===== src/rtl/memory_pkg.sv =====
// Shared pipeline definitions: writeback source encodings, M-stage FSM states
// and the layout of the M-stage pipeline register.
package memory_pkg;

  localparam logic [1:0] WB_SRC_ALU = 2'b00;
  localparam logic [1:0] WB_SRC_MEM = 2'b01;
  localparam logic [1:0] WB_SRC_PC4 = 2'b10;

  typedef enum logic [1:0] {
    IDLE  = 2'd0,
    REQ   = 2'd1,
    WAIT  = 2'd2,
    DRAIN = 2'd3
  } m_state_t;

  typedef struct packed {
    logic        pc_write;
    logic        rd_write;
    logic        mem_write;
    logic [1:0]  rd_write_src;
    logic [4:0]  rd;
    logic [31:0] pc;
    logic [31:0] alu_res;
    logic [31:0] mem_data;
  } m_regs_t;

  // Loads are identified by their writeback source; reserved code 11 is not a load.
  function automatic logic is_mem_op(input logic mem_write, input logic [1:0] src);
    return mem_write || (src == WB_SRC_MEM);
  endfunction

endpackage


===== src/rtl/dmem_if.sv =====
// Data-memory port: valid/grant request channel plus rvalid load-response channel.
interface dmem_if;
  logic        req;
  logic        we;
  logic [31:0] addr;
  logic [31:0] wdata;
  logic        gnt;
  logic        rvalid;
  logic [31:0] rdata;

  modport master (output req, we, addr, wdata, input gnt, rvalid, rdata);
  modport slave  (input req, we, addr, wdata, output gnt, rvalid, rdata);
endinterface


===== src/rtl/dmem_port.sv =====
// M-stage bus sequencer: issues one word access per mem op and tracks the
// outstanding load response, including responses owed after a flush.
module dmem_port
  import memory_pkg::*;
(
  input  logic        clk,
  input  logic        rst,
  input  logic        start,
  input  logic        flush_m,
  input  logic        mem_write_m,
  input  logic [31:0] alu_res_m,
  input  logic [31:0] mem_data_m,
  output logic        busy_m,
  output logic [31:0] mem_rdata_m,
  dmem_if.master      dmem
);

  m_state_t    state_reg, state_next;
  logic [31:0] rdata_reg, rdata_next;

  always_ff @(posedge clk or posedge rst) begin
    if (rst) begin
      state_reg <= IDLE;
      rdata_reg <= '0;
    end else begin
      state_reg <= state_next;
      rdata_reg <= rdata_next;
    end
  end

  always_comb begin
    state_next = state_reg;
    rdata_next = rdata_reg;
    case (state_reg)
      IDLE:  state_next = start ? REQ : IDLE;
      REQ: begin
        // A grant is always honoured, even alongside a flush.
        if (dmem.gnt)
          state_next = mem_write_m ? IDLE : (flush_m ? DRAIN : WAIT);
        else if (flush_m)
          state_next = IDLE;
      end
      WAIT: begin
        if (dmem.rvalid) begin
          state_next = IDLE;
          if (!flush_m)
            rdata_next = dmem.rdata;
        end else if (flush_m) begin
          state_next = DRAIN;
        end
      end
      DRAIN: if (dmem.rvalid) state_next = IDLE;
      default: state_next = IDLE;
    endcase
  end

  assign busy_m      = (state_reg != IDLE);
  assign mem_rdata_m = rdata_reg;
  assign dmem.req    = (state_reg == REQ);
  assign dmem.we     = (state_reg == REQ) && mem_write_m;
  assign dmem.addr   = alu_res_m & 32'hFFFF_FFFC;
  assign dmem.wdata  = mem_data_m;

endmodule


===== src/rtl/memory.sv =====
// MEMORY pipeline stage: the E->M pipeline register plus the data-memory port.
module memory
  import memory_pkg::*;
(
  input  logic        clk,
  input  logic        rst,
  input  logic        pc_write_e,
  input  logic        rd_write_e,
  input  logic        mem_write_e,
  input  logic [1:0]  rd_write_src_e,
  input  logic [4:0]  rd_e,
  input  logic [31:0] pc_e,
  input  logic [31:0] alu_res_e,
  input  logic [31:0] mem_data_e,
  input  logic        stall_m,
  input  logic        flush_m,
  output logic        busy_m,
  dmem_if.master      dmem,
  output logic        pc_write_m,
  output logic        rd_write_m,
  output logic [1:0]  rd_write_src_m,
  output logic [4:0]  rd_m,
  output logic [31:0] pc_m,
  output logic [31:0] alu_res_m,
  output logic [31:0] mem_rdata_m
);

  m_regs_t pipe_reg, pipe_next;
  logic    adv;
  logic    start;

  assign adv   = !busy_m && !stall_m;
  assign start = adv && !flush_m && is_mem_op(mem_write_e, rd_write_src_e);

  always_ff @(posedge clk or posedge rst) begin
    if (rst) pipe_reg <= '0;
    else     pipe_reg <= pipe_next;
  end

  // Flush wins over both advance and hold so a squashed op never reaches writeback.
  always_comb begin
    pipe_next = pipe_reg;
    if (flush_m) begin
      pipe_next = '0;
    end else if (adv) begin
      pipe_next.pc_write     = pc_write_e;
      pipe_next.rd_write     = rd_write_e;
      pipe_next.mem_write    = mem_write_e;
      pipe_next.rd_write_src = rd_write_src_e;
      pipe_next.rd           = rd_e;
      pipe_next.pc           = pc_e;
      pipe_next.alu_res      = alu_res_e;
      pipe_next.mem_data     = mem_data_e;
    end
  end

  dmem_port u_dmem_port (
    .clk         (clk),
    .rst         (rst),
    .start       (start),
    .flush_m     (flush_m),
    .mem_write_m (pipe_reg.mem_write),
    .alu_res_m   (pipe_reg.alu_res),
    .mem_data_m  (pipe_reg.mem_data),
    .busy_m      (busy_m),
    .mem_rdata_m (mem_rdata_m),
    .dmem        (dmem)
  );

  assign pc_write_m     = pipe_reg.pc_write;
  assign rd_write_m     = pipe_reg.rd_write;
  assign rd_write_src_m = pipe_reg.rd_write_src;
  assign rd_m           = pipe_reg.rd;
  assign pc_m           = pipe_reg.pc;
  assign alu_res_m      = pipe_reg.alu_res;

endmodule


===== src/flat_wrapper.sv =====
// flat-port wrapper written by rule: the top's interface ports become plain ports
module memory_flat import memory_pkg::*;
  (clk, rst, pc_write_e, rd_write_e, mem_write_e, rd_write_src_e, rd_e, pc_e, alu_res_e, mem_data_e, stall_m, flush_m, busy_m, pc_write_m, rd_write_m, rd_write_src_m, rd_m, pc_m, alu_res_m, mem_rdata_m, dmem_req, dmem_we, dmem_addr, dmem_wdata, dmem_gnt, dmem_rvalid, dmem_rdata);
  dmem_if dmem_i ();
  input  logic clk;
  input  logic rst;
  input  logic pc_write_e;
  input  logic rd_write_e;
  input  logic mem_write_e;
  input  logic [1:0] rd_write_src_e;
  input  logic [4:0] rd_e;
  input  logic [31:0] pc_e;
  input  logic [31:0] alu_res_e;
  input  logic [31:0] mem_data_e;
  input  logic stall_m;
  input  logic flush_m;
  output logic busy_m;
  output logic pc_write_m;
  output logic rd_write_m;
  output logic [1:0] rd_write_src_m;
  output logic [4:0] rd_m;
  output logic [31:0] pc_m;
  output logic [31:0] alu_res_m;
  output logic [31:0] mem_rdata_m;
  output wire logic [$bits(dmem_i.req)-1:0] dmem_req;
  output wire logic [$bits(dmem_i.we)-1:0] dmem_we;
  output wire logic [$bits(dmem_i.addr)-1:0] dmem_addr;
  output wire logic [$bits(dmem_i.wdata)-1:0] dmem_wdata;
  input wire logic [$bits(dmem_i.gnt)-1:0] dmem_gnt;
  input wire logic [$bits(dmem_i.rvalid)-1:0] dmem_rvalid;
  input wire logic [$bits(dmem_i.rdata)-1:0] dmem_rdata;
  assign dmem_req = dmem_i.req;
  assign dmem_we = dmem_i.we;
  assign dmem_addr = dmem_i.addr;
  assign dmem_wdata = dmem_i.wdata;
  assign dmem_i.gnt = dmem_gnt;
  assign dmem_i.rvalid = dmem_rvalid;
  assign dmem_i.rdata = dmem_rdata;
  memory u_core (.clk(clk), .rst(rst), .pc_write_e(pc_write_e), .rd_write_e(rd_write_e), .mem_write_e(mem_write_e), .rd_write_src_e(rd_write_src_e), .rd_e(rd_e), .pc_e(pc_e), .alu_res_e(alu_res_e), .mem_data_e(mem_data_e), .stall_m(stall_m), .flush_m(flush_m), .busy_m(busy_m), .dmem(dmem_i), .pc_write_m(pc_write_m), .rd_write_m(rd_write_m), .rd_write_src_m(rd_write_src_m), .rd_m(rd_m), .pc_m(pc_m), .alu_res_m(alu_res_m), .mem_rdata_m(mem_rdata_m));
endmodule

===== config.mk =====
export PLATFORM = sky130hd
export DESIGN_NAME = memory_flat
export DESIGN_NICKNAME = d
export VERILOG_FILES = /design/src/rtl/memory_pkg.sv /design/src/rtl/dmem_if.sv /design/src/rtl/dmem_port.sv /design/src/rtl/memory.sv /design/src/flat_wrapper.sv
export SDC_FILE = /design/constraint.sdc
export NUM_CORES = 1
export LEC_CHECK = 0
export ABC_CLOCK_PERIOD_IN_PS = 9600
export BUFFER_PORTS_ARGS = -buffer_cell sky130_fd_sc_hd__buf_2
export CAP_MARGIN = 20
export CORE_AREA = 2 2 123 125
export DETAILED_ROUTE_END_ITERATION = 12
export DIE_AREA = 0 0 125 127
export GPL_TIMING_DRIVEN = 0
export PLACE_DENSITY = 0.75
export SLEW_MARGIN = 20
export SYNTH_ARGS = -nofsm -noshare
export SYNTH_HDL_FRONTEND = slang
export SYNTH_SLANG_ARGS = --single-unit

===== constraint.sdc =====
create_clock -name clk -period 9.6 [get_ports clk]
set_clock_uncertainty 0.15 [all_clocks]
set_input_delay 1.44 -clock clk [delete_from_list [all_inputs] [get_ports clk]]
set_output_delay 1.44 -clock clk [all_outputs]
set_load 0.01 [all_outputs]

-- Yosys cells after proc, flatten, opt, wreduce, memory -nomap -nowiden
Index checks and enable logic that the tools add are counted.
Widths: inputs -> output; s select.
- register bits after elaboration: 140
- input bits: 144
- output and inout bits: 172
- reduce and logical (&&, ||, !) cells: 13
- equal/unequal tests: 7
- muxes and demuxes: 11
- bitwise operators: 1
- operator list (cell ; number):
    $mux 106 ; 2
    $mux 2 ; 6
    $pmux 2 s4 ; 1
    $reduce_and 3->1 ; 2
    $eq 2x1->1 const B ; 2
    $eq 2x2->1 const B ; 2
    $logic_and 1x1->1 ; 4
    $reduce_bool 2->1 ; 2
    $logic_not 1->1 ; 3
    $ne 3x2->1 const B ; 1
    $ne 3x3->1 const B ; 1
    $logic_not 2->1 ; 1
    $mux 1 ; 2
    $ne 2x2->1 const B ; 1
    $logic_or 1x1->1 ; 1
    $not 1->1 ; 1

-- Depth between registers and ports, before layout
Gate-level depths: netlist of the first run.
- depth after elaboration: 7
- mapped depth: 5
- gate-level depth less buffers: 3

-- Cells and area by module
A second synthesis of the first run with hierarchy kept.
- cells, all modules: 704
- area, all modules: 7289.5 sq um
- modules (own cells, without submodules) (module ; instances ; area an instance (sq um) ; cells each):
    memory ; 1 ; 5459.0 ; 557
    dmem_port ; 1 ; 1830.5 ; 147

-- Worst setup path before layout of the first run
No wires, ideal clock.
- path type: in2reg
- start: input flush_m
- end: register u_core.pipe_reg (netlist bit u_core.alu_res_m[10])
- setup slack: 7027 ps
- arrival: 2357 ps
- setup time: 66 ps
- buffers on the path: 2
- required time: 9384 ps
- stages: 4
- cells stage by stage: nor4_4 -> buf_2 -> buf_2 -> a22o_1
- cells in the longest elaborated chain, start to end: 1
- elaborated cells on any way between the ends: 2
- those cells by class: mux: 1; reduce/logical: 1
- ends and longest elaborated chain (element ; RTL line ; source):
    start, declared ; flat_wrapper.sv:16 ; input logic flush_m;
    $mux 106 / $reduce_bool 2->1 (equally long branches) ; - ;
    end signal, assigned ; memory.sv:37 ; else pipe_reg <= pipe_next;
    end, declared ; memory.sv:28 ; m_regs_t pipe_reg, pipe_next;
Parallel ways exist; a longest one is shown, timed or not.
A chain may end at the register's enable or synchronous reset.

-- Final worst setup path of the first run
- start: register u_core.u_dmem_port.state_reg[0]
- end: output dmem_we
- cells in the longest elaborated chain, start to end: 2
- ends and longest elaborated chain (element ; RTL line ; source):
    start, declared ; dmem_port.sv:18 ; m_state_t state_reg, state_next;
    start signal, assigned ; dmem_port.sv:26 ; state_reg <= state_next;
    $eq 2x1->1 ; dmem_port.sv:60 ; assign dmem.we = (state_reg == REQ) && mem_write_m;
    $logic_and 1x1->1 ; dmem_port.sv:60 ;
    end, declared ; flat_wrapper.sv:26 ; output wire logic [$bits(dmem_i.we)-1:0] dmem_we;
Every way passes these cells.

==> results_dict.tcl, run 1 <==
set metrics [dict create \
    outcome "completed" \
    grt_pass1_wl_um 22350 \
    clk_pin_slew_ns 0.06 \
    r2r-end "u_core.alu_res_m[0]" \
    slew_violations 0 \
    clkSinkCount 140 \
    arrival_ns 1.41 \
    async_reset_ff_frac 1.000 \
    crit_slowest_cell "dfrtp_1" \
    gp_congestion 0.7940 \
    die_x_um 125 \
    hold_buffers 0 \
    setup_viol 0 \
    setup.worst_path.class "register to output pin" \
    drtIter0Drc 117 \
    dp.cells 854 \
    drc_errors 0 \
    final_core_util 0.5321 \
    cp-end-kind "output pin" \
    path_max_fanout 6 \
    die_h_um 127 \
    reg2reg_depth 4 \
    n_fill_cell 1291 \
    wl_met1_um 5867 \
    layout.nets 833 \
    syn_area_per_cell_um2 14.85 \
    crit_path_max_incr_delay_ns 0.47 \
    peakVddDrop_uv 113.9 \
    post_cts_resized 0 \
    std_cell_rows 44 \
    vias_per_cell 4.685 \
    finalNonFillerCells 886 \
    r2r-start "u_core.u_dmem_port.state_reg[0]" \
    clock_latency_ns 0.40 \
    clockBufferDepth 2 \
    cp_data_required_time_ns 8.01 \
    whs_path_depth 1 \
    final_cell_mix "325 x buf_2, 140 x dfrtp_1, 106 x a22o_1, 32 x buf_4, 30 x mux2_2" \
    ys_ff_latch 140 \
    ant_nets 0 \
    fmax_mhz 333.2 \
    period_share 0.3126 \
    cts_setup_buffers 0 \
    antenna_found_initial 0 \
    ys_types 24 \
    yosys_warnings 0 \
    finalHoldViolCount 0 \
    power_uw 2081 \
    vias 4151 \
    yosysSeqAreaShare 0.6646 \
    p_per_area_nw_per_um2 271.2 \
    regArea_um2 3503 \
    core_region_area_um2 14420 \
    drt-pass1-iter-count 4 \
    synth_ff_type "dfrtp_1" \
    largest_reg_flops 33 \
    crit_family "flip-flops" \
    portBuffers 313 \
    maxCapViolations 0 \
    reg2reg_slack_ns 7.50 \
    tns_ns 0 \
    area_growth_pct 45.60 \
    grt_max_degree 81 \
    grt_pass1_vias 4161 \
    period_needed_ns 3.001 \
    min_path_type "register to register" \
    yosysTopAreaCellShare 0.6646 \
    dp_hpwl_um 10710 \
    cts_inserted_buffers 17 \
    boundaryPins 316 \
    cp-start-kind "register" \
    whs_ns 0.3316 \
    dr_wl_met2_um 7185 \
    diodes 0 \
    hp-start "u_core.u_dmem_port.mem_rdata_m[24]" \
    whs_endpoint "u_core.u_dmem_port.mem_rdata_m[24]" \
    syn_area_um2 5271 \
    crit_buf_inv 1 \
    drive_gt1_frac 0.6054 \
    root_buffer "clkbuf_16" \
    synth_edf_count 0 \
    htreeDepth 4 \
    drt_wl_total_um 14300 \
    multi_input_area_um2 1419 \
    synth_cells 355 \
    wl_met3_um 1075 \
    avgRoutedWirePerCell_um 16.14 \
    routed.top_layer "met4" \
    gr-total-overflow 0 \
    start_util 0.3655 \
    synth.area.top_cells "dfrtp_1 66%, a22o_1 18%, mux2_2 6.4%" \
    track_usage 0.1787 \
    slew_headroom 0.5929 \
    power_leakage_uw 0.004363 \
    synth_top_cell_by_area "dfrtp_1" \
    cts_tree "done" \
    cp_cell_sequence "nor2b_1 > and2_1 > buf_2" \
    worst_slew_pin_slew_ns 0.6061 \
    rsz0062_at_grt "no" \
    dieArea_um2 15880 \
    final_common_cell "buf_2" \
]
report_power, final:
part,internal (uW),total [uW],leakage (uW),switching [uW]
clock,357,621,0.000271,264
combinational,307,622,0.00224,315
sequential,747,839,0.00185,91.6
total,1410,2080,0.00436,670
worst max path at each step:
stage | cells past startpoint | endpoint | start
floorplan | 1 | u_core.alu_res_m[0] | rst
finish | 3 | dmem_we | u_core.u_dmem_port.state_reg[0]
global placement | 2 | u_core.pipe_reg[25] | rst
detailed placement | 5 | u_core.alu_res_m[0] | flush_m
global route | 3 | dmem_we | u_core.u_dmem_port.state_reg[0]
CTS | 3 | dmem_we | u_core.u_dmem_port.state_reg[0]
synthesized netlist by cell type (2+ instances only):
master / count
a22o_1: 106
nor3_1: 2
buf_4: 32
dfrtp_1: 140
mux2_1: 2
buf_2: 12
clkbuf_1: 13
mux2_2: 30
nor2b_1: 2
nand2_1: 2
stage by stage:
step,worst slack (ns),area (um^2)
CTS,6.566,7675
global placement,2.726,7072
finish,6.599,7675
detailed placement,6.295,7107
floorplan,4.257,5275
global route,6.441,7675
per-layer routing:
metal | up-vias | global-route usage
met5 | - | 0
met4 | 0 | 0.04902
met3 | 10 | 0.05946
met2 | 187 | 0.3037
met1 | 1995 | 0.2200
li1 | 1959 | -
kinds of logic after synthesis:
group	share of synthesized area
AO/OA/AOI/OAI	0.1792
buffers and inverters	0.06694
flip-flops	0.6646
multiplexers	0.06836
other	0.0007114
AND/OR/NAND/NOR	0.02018
final cells by class:
| class | count | area share |
|---|---|---|
| inverter | 1 | 0.001467 |
| buffer | 57 | 0.04548 |
| multi-input combinational | 158 | 0.1849 |
| clock buffer | 20 | 0.06081 |
| timing repair buffer | 314 | 0.2077 |
| tap | 184 | 0.03000 |
| sequential | 140 | 0.4565 |
| clock inverter | 12 | 0.01321 |
Power figures use the tool's default switching activity.
==> run 2, diff against run 1 <==
--- a/config.mk
+++ b/config.mk
@@ -5,14 +5,14 @@
 export SDC_FILE = /design/constraint.sdc
 export NUM_CORES = 1
 export LEC_CHECK = 0
-export ABC_CLOCK_PERIOD_IN_PS = 9600
+export ABC_CLOCK_PERIOD_IN_PS = 2930
 export BUFFER_PORTS_ARGS = -buffer_cell sky130_fd_sc_hd__buf_2
 export CAP_MARGIN = 20
-export CORE_AREA = 2 2 123 125
+export CORE_AREA = 2 2 121 123
 export DETAILED_ROUTE_END_ITERATION = 12
-export DIE_AREA = 0 0 125 127
+export DIE_AREA = 0 0 123 125
 export GPL_TIMING_DRIVEN = 0
-export PLACE_DENSITY = 0.75
+export PLACE_DENSITY = 0.77
 export SLEW_MARGIN = 20
 export SYNTH_ARGS = -nofsm -noshare
 export SYNTH_HDL_FRONTEND = slang
==> constraint.sdc (replaced) <==
create_clock -name clk -period 2.93 [get_ports clk]
set_clock_uncertainty 0.15 [all_clocks]
set_input_delay 0.4395 -clock clk [delete_from_list [all_inputs] [get_ports clk]]
set_output_delay 0.4395 -clock clk [all_outputs]
set_load 0.01 [all_outputs]
==> run 2 against run 1 <==
Compared with the run above:
- count of clock-buffer cells in the layout grew 2
- largest power group unchanged
- worst setup slack lost 5.8 ns
- combinational power grew to 3.3 times the previous value
- cell count grew 0.45%
- highest routed layer unchanged
==> results_dict.tcl, run 2 (synthesis gave the netlist of run 1 again) <==
set metrics [dict create \
    rsz0062_at_grt "no" \
    drc_errors 0 \
    cts_setup_buffers 0 \
    core_region_area_um2 14200 \
    setup_viol 0 \
    start_util 0.3711 \
    clockBufferDepth 2 \
    dieArea_um2 15380 \
    die_x_um 123 \
    clkSinkCount 140 \
    drt-pass1-iter-count 4 \
    p_seq_frac 0.388 \
    final_core_util 0.5505 \
    cp-start-kind "register" \
    cts_tree "done" \
    final_cell_mix "325 x buf_2, 140 x dfrtp_1, 106 x a22o_1, 32 x buf_4, 30 x mux2_2" \
    path_max_fanout 10 \
    grt_max_degree 34 \
    vias_per_cell 4.682 \
    layout.nets 837 \
    peakVddDrop_uv 346.3 \
    largest_reg_flops 33 \
    finalWorstSetupSlack_ns 0.8077 \
    dp_hpwl_um 10840 \
    setup.worst_path.class "register to register" \
    portBuffers 313 \
    grt_pass1_vias 4282 \
    p_sw_frac 0.2990 \
    period_needed_ns 2.122 \
    htreeDepth 4 \
    crit_path_max_incr_delay_ns 0.64 \
    p_per_area_nw_per_um2 908.2 \
    power.share.combinational 0.288 \
    area_growth_pct 48.33 \
    min_path_type "primary input to register" \
    reg2reg_depth 4 \
    drt_wl_total_um 14220 \
    slew_headroom 0.5468 \
    worst_slew_pin_slew_ns 0.6784 \
    slew_violations 0 \
    clkPwrFrac 0.324 \
    tns_ns 0 \
    final_common_cell "buf_2" \
    finalHoldViolCount 0 \
    crit_top_cell "buf_2" \
    antenna_found_initial 0 \
    maxCapViolations 0 \
    p_switching_uw 2123 \
    cp-end-kind "register" \
    crit_start "u_core.u_dmem_port.state_reg[0]" \
    gr-total-overflow 0 \
    whs_path_depth 2 \
    cp_cell_sequence "nor4_4 > buf_2 > buf_2 > a22o_1" \
    whs_endpoint "u_core.pipe_reg[19]" \
    ant_nets 0 \
    r2r-end "u_core.alu_res_m[24]" \
    vias 4167 \
    post-place-ws_ns 0.6659 \
    avgRoutedWirePerCell_um 15.98 \
    boundaryPins 316 \
    hp-start "mem_data_e[19]" \
    power_uw 7101 \
    crit_buf_inv 2 \
    outcome "completed" \
    power_leakage_uw 0.004427 \
    gp_congestion 0.7660 \
    std_cell_rows 44 \
    root_buffer "clkbuf_16" \
    reg2reg_slack_ns 0.81 \
    cts_inserted_buffers 17 \
    grt_pass1_wl_um 21600 \
    power.internal_uw 4978 \
    whs_ns 0.08915 \
    clock_latency_ns 0.41 \
    track_usage 0.1837 \
    clk_pin_slew_ns 0.06 \
    crit_family "simple AND/OR/NAND/NOR gates" \
    die_h_um 125 \
    diodes 0 \
    drtIter0Drc 125 \
    r2r-start "u_core.u_dmem_port.state_reg[0]" \
    drive_gt1_frac 0.6048 \
    crit_slowest_cell "nor4_4" \
    fmax_mhz 471.2 \
    arrival_ns 2.31 \
    cp_data_required_time_ns 3.12 \
    period_share 0.7243 \
]
-- run 2: cell count changes in the layout (fill, tap and decap cells not counted) --
cell / previous run / this run
clkbuf_1: 13 / 14
clkinv_4: 4 / 1
clkbuf_8: 3 / 4
inv_6: 5 / 0
bufinv_16: 0 / 4
clkinv_2: 0 / 2
clkinvlp_4: 3 / 4
dlygate4sd3_1: 0 / 1
inv_8: 1 / 0
buf_12: 0 / 3
-- run 2: layout make-up --
type	instances	area, um^2
fillers	1231	6385
flip-flops and latches	140	3503
repair buffers	318	1664
multi-input cells	158	1419
clock buffers	22	484.2
plain buffers	57	349.1
well taps	184	230.2
clock inverters	10	161.4
inverters	1	7.507
-- run 2: routing by layer --
metal | up-vias | track usage | wire length [um]
met3 | 29 | 0.05292 | 1129
met1 | 1974 | 0.2095 | 5556
li1 | 1961 | - | -
met2 | 203 | 0.3169 | 7174
met4 | 0 | 0.08088 | 358
met5 | - | 0 | 0
-- run 2: power by group through the flow --
stage	registers (uW)	logic [uW]	clock network, uW
3_3_place_gp	2770	2030	0
5_1_grt	2820	2230	2450
6_report	2760	2050	2300
4_1_cts	2760	2080	2350
3_5_place_dp	2780	2080	0
2_1_floorplan	3000	898	0
-- run 2: worst max-delay path by stage --
| stage | endpoint | slack, ns | depth (start not counted) |
|---|---|---|---|
| floorplan | u_core.alu_res_m[0] | 0.59 | 1 |
| CTS | u_core.alu_res_m[24] | 0.74 | 4 |
| global placement | u_core.u_dmem_port.mem_rdata_m[31] | -0.26 | 2 |
| global route | u_core.alu_res_m[22] | 0.62 | 4 |
| detailed placement | u_core.alu_res_m[19] | 0.67 | 5 |
| finish | u_core.alu_res_m[24] | 0.81 | 4 |
-- run 2: timing repair --
item                                   CTS  global route
resized for setup                        0             0
endpoints found under the hold margin   26             0
hold buffers                             1             0
-- run 2: through the flow --
step | cells | area, um^2
floorplan | 356 | 5279
global placement | 853 | 7076
detailed placement | 857 | 7163
CTS | 890 | 7819
global route | 890 | 7819
finish | 890 | 7819
